===== src/rtl/packet_tx_framer.sv =====
// Serializes reward-stage packet descriptors into 16-bit TX words and reports per-packet energy cost.
// Optional trailing XOR checksum word is enabled by defining PKT_TX_CHECKSUM_EN.
module packet_tx_framer (
  input  logic        clk,
  input  logic        nrst,
  input  logic        reward_done,
  input  logic [2:0]  rPacketType,
  input  logic [15:0] rSourceID,
  input  logic [15:0] rSourceHops,
  input  logic [15:0] rQValue,
  input  logic [15:0] rEnergyLeft,
  input  logic [15:0] rDestinationID,
  input  logic [15:0] rHopsFromCH,
  input  logic [5:0]  rTimeslot,
  input  logic        tx_setting,
  input  logic        tx_ready,
  output logic [15:0] tx_word,
  output logic        tx_valid,
  output logic        tx_last,
  output logic        busy,
  output logic        nrg_valid,
  output logic [15:0] nrg_cost,
  output logic [7:0]  drop_cnt,
  output logic [1:0]  dbgState
);

  // Handshake: a word transfers on a rising edge where tx_valid && tx_ready; until then
  // tx_word/tx_valid/tx_last are registered and held unchanged.

  typedef enum logic [1:0] {IDLE = 2'd0, SEND = 2'd1, COST = 2'd2} state_t;

  typedef struct packed {
    logic [2:0]  ptype;
    logic        txSet;
    logic [5:0]  slot;
    logic [15:0] src;
    logic [15:0] hops;
    logic [15:0] qval;
    logic [15:0] energy;
    logic [15:0] dest;
    logic [15:0] hfc;
    logic [15:0] cost;
  } desc_t;

  function automatic logic [15:0] calcCost(input logic txSet, input logic [15:0] hops);
    if (!txSet || hops <= 16'd1) return 16'h0005;
    else if (hops == 16'd2)      return 16'h0009;
    else if (hops == 16'd3)      return 16'h0011;
    else                         return 16'h001B;
  endfunction

  function automatic logic [2:0] fieldCount(input logic [2:0] ptype);
    case (ptype)
      3'b000:  return 3'd5;
      3'b001:  return 3'd4;
      3'b010:  return 3'd6;
      default: return 3'd7;
    endcase
  endfunction

  // Data packets use a short layout; the other types share a common 5-word prefix.
  function automatic logic [15:0] wordAt(input desc_t d, input logic [2:0] idx);
    logic [15:0] w;
    w = 16'h0000;
    if (d.ptype == 3'b001) begin
      case (idx)
        3'd0: w = {d.ptype, d.txSet, 6'b0, d.slot};
        3'd1: w = d.src;
        3'd2: w = d.dest;
        3'd3: w = d.energy;
        default: w = 16'h0000;
      endcase
    end else begin
      case (idx)
        3'd0: w = {d.ptype, d.txSet, 6'b0, d.slot};
        3'd1: w = d.src;
        3'd2: w = d.hops;
        3'd3: w = d.qval;
        3'd4: w = d.energy;
        3'd5: w = (d.ptype == 3'b011) ? d.dest : d.hfc;
        3'd6: w = d.hfc;
        default: w = 16'h0000;
      endcase
    end
    return w;
  endfunction

  state_t      state, stateNext;
  desc_t       aReg, pReg, newDesc;
  logic        aValid, pValid;
  logic [2:0]  idx, nextIdx, lastIdx;
  logic [15:0] csum, nextWord;
  logic        loadSend, advance, finish, costDone, promote, dropEvt, typeOk;

  assign typeOk = (rPacketType[2] == 1'b0);
  assign newDesc = '{ptype: rPacketType, txSet: tx_setting, slot: rTimeslot,
                     src: rSourceID, hops: rSourceHops, qval: rQValue,
                     energy: rEnergyLeft, dest: rDestinationID, hfc: rHopsFromCH,
                     cost: calcCost(tx_setting, rSourceHops)};

`ifdef PKT_TX_CHECKSUM_EN
  assign lastIdx = fieldCount(aReg.ptype);
`else
  assign lastIdx = fieldCount(aReg.ptype) - 3'd1;
`endif

  // The slot after the final field can only be reached with the checksum enabled.
  assign nextIdx  = idx + 3'd1;
  assign nextWord = (nextIdx == fieldCount(aReg.ptype)) ? (csum ^ tx_word) : wordAt(aReg, nextIdx);
  assign busy     = (state != IDLE);
  assign dbgState = state;

  always_ff @(posedge clk or posedge nrst) begin
    if (nrst) state <= IDLE;
    else      state <= stateNext;
  end

  always_comb begin
    stateNext = state;
    loadSend  = 1'b0;
    advance   = 1'b0;
    finish    = 1'b0;
    costDone  = 1'b0;
    promote   = 1'b0;
    case (state)
      IDLE: begin
        if (aValid) begin
          stateNext = SEND;
          loadSend  = 1'b1;
        end else if (pValid) begin
          promote = 1'b1;
        end
      end
      SEND: begin
        if (tx_valid && tx_ready) begin
          if (tx_last) begin
            stateNext = COST;
            finish    = 1'b1;
          end else begin
            advance = 1'b1;
          end
        end
      end
      COST: begin
        costDone  = 1'b1;
        stateNext = IDLE;
      end
      default: stateNext = IDLE;
    endcase
  end

  // A capture in the COST cycle sees the pre-edge P, so a fresh entry never skips the queue.
  always_comb begin
    dropEvt = 1'b0;
    if (reward_done) begin
      if (!typeOk) dropEvt = 1'b1;
      else if ((aValid || promote) && pValid && !promote) dropEvt = 1'b1;
    end
  end

  always_ff @(posedge clk or posedge nrst) begin
    if (nrst) begin
      aReg     <= '0;
      pReg     <= '0;
      aValid   <= 1'b0;
      pValid   <= 1'b0;
      drop_cnt <= 8'h00;
    end else begin
      if (costDone) begin
        if (pValid) begin
          aReg   <= pReg;
          pValid <= 1'b0;
        end else begin
          aValid <= 1'b0;
        end
      end
      if (promote) begin
        aReg   <= pReg;
        aValid <= 1'b1;
        pValid <= 1'b0;
      end
      if (reward_done && typeOk) begin
        if (!aValid && !promote) begin
          aReg   <= newDesc;
          aValid <= 1'b1;
        end else if (!pValid || promote) begin
          pReg   <= newDesc;
          pValid <= 1'b1;
        end
      end
      if (dropEvt && drop_cnt != 8'hFF) drop_cnt <= drop_cnt + 8'd1;
    end
  end

  always_ff @(posedge clk or posedge nrst) begin
    if (nrst) begin
      tx_word   <= 16'h0000;
      tx_valid  <= 1'b0;
      tx_last   <= 1'b0;
      nrg_valid <= 1'b0;
      nrg_cost  <= 16'h0000;
      idx       <= 3'd0;
      csum      <= 16'h0000;
    end else begin
      nrg_valid <= 1'b0;
      if (loadSend) begin
        tx_valid <= 1'b1;
        tx_word  <= wordAt(aReg, 3'd0);
        tx_last  <= 1'b0;
        idx      <= 3'd0;
        csum     <= 16'h0000;
      end
      if (advance) begin
        idx     <= nextIdx;
        csum    <= csum ^ tx_word;
        tx_word <= nextWord;
        tx_last <= (nextIdx == lastIdx);
      end
      if (finish) begin
        tx_valid  <= 1'b0;
        tx_last   <= 1'b0;
        tx_word   <= 16'h0000;
        nrg_valid <= 1'b1;
        nrg_cost  <= aReg.cost;
      end
    end
  end

endmodule


===== config.mk =====
export PLATFORM = sky130hd
export DESIGN_NAME = packet_tx_framer
export DESIGN_NICKNAME = d
export VERILOG_FILES = /design/src/rtl/packet_tx_framer.sv
export SDC_FILE = /design/constraint.sdc
export NUM_CORES = 1
export LEC_CHECK = 0
export ABC_AREA = 0
export CAP_MARGIN = 20
export CORE_MARGIN = 4
export CORE_UTILIZATION = 35
export CTS_BUF_LIST = sky130_fd_sc_hd__clkbuf_16
export DETAILED_ROUTE_END_ITERATION = 10
export SETUP_SLACK_MARGIN = 0.5
export SYNTH_ARGS = -nofsm -noshare
export SYNTH_HDL_FRONTEND = slang
export SYNTH_SLANG_ARGS = --single-unit

===== constraint.sdc =====
create_clock -name clk -period 10.7 [get_ports clk]
set_clock_uncertainty 0.1 [all_clocks]
set_input_delay 1.07 -clock clk [delete_from_list [all_inputs] [get_ports clk]]
set_output_delay 1.07 -clock clk [all_outputs]
set_load 0.02 [all_outputs]

# ---- Yosys cells after proc, flatten, opt, wreduce, memory -nomap -nowiden
# Cells that the tools add are included.
dict set report totals {
  wordCells 135
  latchBits 0
  ramBits 0
  out_inout_bits 46
  reg_bits 310
  mem_count 0
  romBits 0
}
dict set report classes {
  n_shift 0
  n_eq_ne 19
  n_mul 0
  n_bitwise 3
  reduce_logical 22
  n_mux 56
  addsub 3
  n_div 0
  n_lt_le_gt_ge 1
}
# cell n
set ops {}
lappend ops {{$mux 122} 5}
lappend ops {{$mux 16} 9}
lappend ops {{$pmux 16 s7} 1}
lappend ops {{$pmux 16 s4} 1}
lappend ops {{$eq 16x2->1 const B} 2}
lappend ops {{$mux 1} 31}
lappend ops {{$le 16x1->1 const B} 1}
lappend ops {{$xor 16x16->16} 1}
lappend ops {{$eq 3x2->1 const B} 4}
lappend ops {{$eq 3x3->1 const B} 3}
lappend ops {{$add 8x1->8 const B} 1}
lappend ops {{$ne 8x8->1 const B} 1}
lappend ops {{$eq 3x1->1 const B} 2}
lappend ops {{$eq 3x3->1} 2}
lappend ops {{$logic_and 1x1->1} 6}
lappend ops {{$logic_not 3->1} 2}
lappend ops {{$mux 2} 3}
lappend ops {{$mux 3} 2}
lappend ops {{$ne 2x2->1 const B} 3}
lappend ops {{$pmux 2 s3} 1}
lappend ops {{$reduce_and 3->1} 2}
lappend ops {{$reduce_bool 2->1} 3}
lappend ops {{$mux 5} 1}
lappend ops {{$logic_not 1->1} 4}
lappend ops {{other kinds (10)} 13}

# ---- Longest topological paths before layout
dict set report depth {
  ltp_word 10
  mapped_depth 10
  depth_no_buf 7
}

# ---- Least setup slack after synthesis
# OpenSTA, ideal clock, no wires.
dict set report synth_path {
  path_type {input port to flip-flop}
  startpoint {input port rPacketType[2]}
  endpoint {register aReg[78] (netlist bit)}
  t_arrival_ps 2278
  cell_stages 7
  path_buffers 3
  slack_ps 8240
  cell_sequence {nand2b_1 a211oi_2 buf_2 buf_2 buf_2 nand2_1 o21ai_0}
}
dict set report synth_via {
  elab_chain_len 3
}
# item line_no
set synth_rtl {}
lappend synth_rtl {{start, declared} 7} ;# input logic [2:0] rPacketType,
lappend synth_rtl {{$not 1->1} 95} ;# assign typeOk = (rPacketType[2] == 1'b0);
lappend synth_rtl {{$logic_and 1x1->1} 182} ;# if (reward_done && typeOk) begin
lappend synth_rtl {{$mux 122} 182}
lappend synth_rtl {{end signal, assigned} 171} ;# aReg <= pReg;
lappend synth_rtl {{end signal, assigned} 178} ;# aReg <= pReg;
lappend synth_rtl {{end signal, assigned} 184} ;# aReg <= newDesc;
lappend synth_rtl {{end, declared} 89} ;# desc_t aReg, pReg, newDesc;
# No other way between the ends.
# A chain may end at the register's enable or synchronous reset.

# ---- Worst setup path after layout
dict set report layout_path {
  startpoint {input port rPacketType[2]}
  endpoint {register aReg[99] (netlist bit)}
}
# The elaborated chain is that of the path after synthesis.

==> results.md <==
- Placer Congestion: 0.913
- Largest net degree at the start of global routing: 199
- GRT Util Overall: 17.4%
- WP depth: 6
- Critical path class: input port to register
- Logic depth of the worst register-to-register path: 6
- Post-CTS Resized: 0
- Drt first-iter violations: 946
- Clock Latency Late Sink: 510 ps
- Area grow syn2layout: 21.0%
- CTS tree: yes
- Final setup margin: 7010 ps
- FF-to-FF setup slack: 7030 ps
- Post-synthesis net count: 1368
- First-pass GRT wire length: 60300 um
- Placed wire-length estimate: 26900 um
- Worst path slowest cell: buf_4
- Max-cap violations: 0
- Req. time, crit path: 10930 ps
- Crit-path max FO: 108
- Number of flops mapped to enable cells by yosys: 0
- Leakage power total: 0.00792 uW
- CTS Sinks: 299
- # DRC: 0
- PwrDens: 273 nW/um^2
- Buffer count from post-CTS setup fixing: 0
- CTS Buffer Depth: 3
- Final period utilization: 34.5%
- Nets: 1486
- Hold Slack: 369 ps
- Critical path's top delay family: buffers and inverters
- Place WS: 6470 ps
- Clk slew on worst S/H paths: 60 ps
- Synth Register Bits: 299
- Vias: 10300
- Synth cell types: 57
- Hold path depth: 1
- Horiz. Die Dim: 209 um
- Startpoint types: input port
- FFs w/ async S/R, synth: 100%
- Tmin final: 3690 ps
- Initial antenna violation count: 2
- CP Data Arrival Time: 3920 ps
- H-tree levels: 2
- Number of port buffers: 155
- Main synth FF type: dfrtp_1
- Syn_area_per_cell: 11.3 sq um
- Setup crit end kind: register
- Cells after synthesis: 1252
- Warnings, synthesis: 0
- TritonCTS buffer count: 35
- Post-Syn Area: 14200 sq um
- Peak supply drop: 131 uV
- Remaining global-route overflow: 0
- CORE AREA: 39800 sq um
- Rel. slew slack: 26.0%
- Die H: 209 um
- I/O Pins: 156
- Hold Vio Cnt, Final: 0
- WL final: 39400 um
- Wirelength per Cell: 20.5 um
- Most frequent cell on the critical path: buf_4
- Cell Rows: 73
- Drt pass-1 iters: 7
- Critical-path cell list: clkdlybuf4s50_1 > nand2b_1 > a211oi_4 > buf_4 > buf_4 > o21ai_0
- Layout cells sized above 1: 13.8%
- Drt via density: 5.37
- CP max stage delay: 880 ps
- RSZ-0062 raised after global routing: no
- Final setup violation count: 0
- Count of pins over their slew limit: 0
- Clk root buf: clkbuf_16
- Final core utilization: 43.0%
- Share of the synthesized area in the top cell type: 52.9%
- Worst path buffer plus inverter count: 3
- Vias in the first global route: 10000
- Register area share after synthesis: 52.9%
- Die area: 43700 sq um
- Total Negative Setup Slacks: 0 ps
- Outcome: finished clean
- Post-route ant nets: 0
- Hold Path Class: register to register
- Leading area contributor after synthesis: dfrtp_1
- Top post-synthesis cells by area: dfrtp_1 (53%), mux2i_1 (8.8%), o21ai_0 (6.2%)
- CTS Hold Bufs: 0
- Initial Utilization: 35.5%
- Slew @ Worst Pin: 1110 ps
- Max Clk Rate: 271 MHz
## flip-flops by register name, indices dropped and copies added, names as in the netlist
signal,flops
aReg,122
pReg,111
csum,16
nrg_cost,16
tx_word,16
drop_cnt,8
idx,3
dbgState,2
aValid,1
nrg_valid,1
pValid,1
tx_last,1
tx_valid,1
## metal layers
layer	up-vias	GRT usage, %	share of wire [%]
met1	5173	23.9	44
met3	49	4.49	6.9
li1	4756	-	-
met2	328	27.7	47
met4	2	4.25	2.1
met5	-	0	0.018
## cell families (layout without fill, tap and decap cells)
group                      after synthesis  count (layout)  synth area share (%)
AOI/OAI and AO/OA                      309             309                  13.3
DFF                                    299             299                  52.9
and+or+nand+nor                        262             262                  8.20
muxes                                  250             250                  20.2
buffers and inverters                  100             240                  3.35
xor gates and xnor gates                26              26                  1.61
adders and majority gates                6               6                 0.530
other                                    0               1                     0
## worst paths after layout
check,end,start
min in group asynchronous,nrg_cost[3],nrst
max,aReg[99],rPacketType[2]
max in group asynchronous,aReg[105],nrst
min reg2reg,pReg[0],pReg[0]
max reg2reg,aReg[46],aValid
min,pReg[0],pReg[0]
## cell type report
cell class,instances,area (sq um)
inverter,11,48.8
multi-input combinational,853,6240
clock buffer,35,876
clock inverter,24,138
timing repair buffer,170,1680
tap,525,657
antenna,1,2.50
fill,3814,22700
sequential,299,7480
## cell usage after synthesis (all sizes together), types with 2 or more instances
| cell type | count |
|---|---|
| a211oi | 4 |
| a21o | 2 |
| a21oi | 17 |
| a221oi | 13 |
| a222oi | 17 |
| a22oi | 30 |
| a311oi | 3 |
| a31oi | 13 |
| a32oi | 3 |
| and2 | 4 |
| and3 | 11 |
| buf | 43 |
| clkbuf | 46 |
| dfrtp | 299 |
| ha | 6 |
| inv | 11 |
| mux2 | 125 |
| mux2i | 125 |
| nand2 | 158 |
| nand2b | 6 |
| nand3 | 24 |
| nand4 | 3 |
| nor2 | 33 |
| nor2b | 5 |
| nor3 | 4 |
| nor3b | 2 |
| nor4 | 3 |
| o211ai | 4 |
| o21a | 3 |
| o21ai | 191 |
| o221ai | 4 |
| or3 | 2 |
| or4 | 2 |
| xnor2 | 6 |
| xor2 | 20 |
## where the power goes
group          switching (uW)  total [uW]  internal [uW]
logic                     846        1610            760
clock network             456        1070            616
registers                 421        2000           1580
## metrics by stage
stage | cell area [sq um] | instances | total power, uW
2_1_floorplan | 14200 | 1252 | 2960
3_3_place_gp | 16100 | 1856 | 3530
3_5_place_dp | 16100 | 1857 | 3590
4_1_cts | 17100 | 1916 | 4690
5_1_grt | 17100 | 1918 | 4960
6_report | 17100 | 1918 | 4680
## cells in the final DEF (no fill, tap or decap), drive strengths merged, types with 5 or more instances in the layout
cell           Yosys  layout
xnor2              6       6
nor2b              5       5
a221oi            13      13
nand2b             6       6
clkbuf            46      35
nand2            158     158
clkdlybuf4s50      0     155
dfrtp            299     299
a222oi            17      17
a22oi             30      30
a21oi             17      17
inv               11      22
nor2              33      33
xor2              20      20
a31oi             13      13
mux2             125     125
o21ai            191     191
nand3             24      24
buf               43      15
clkinv             0      10
mux2i            125     125
and3              11      11
ha                 6       6
Power figures use the tool's default switching activity.
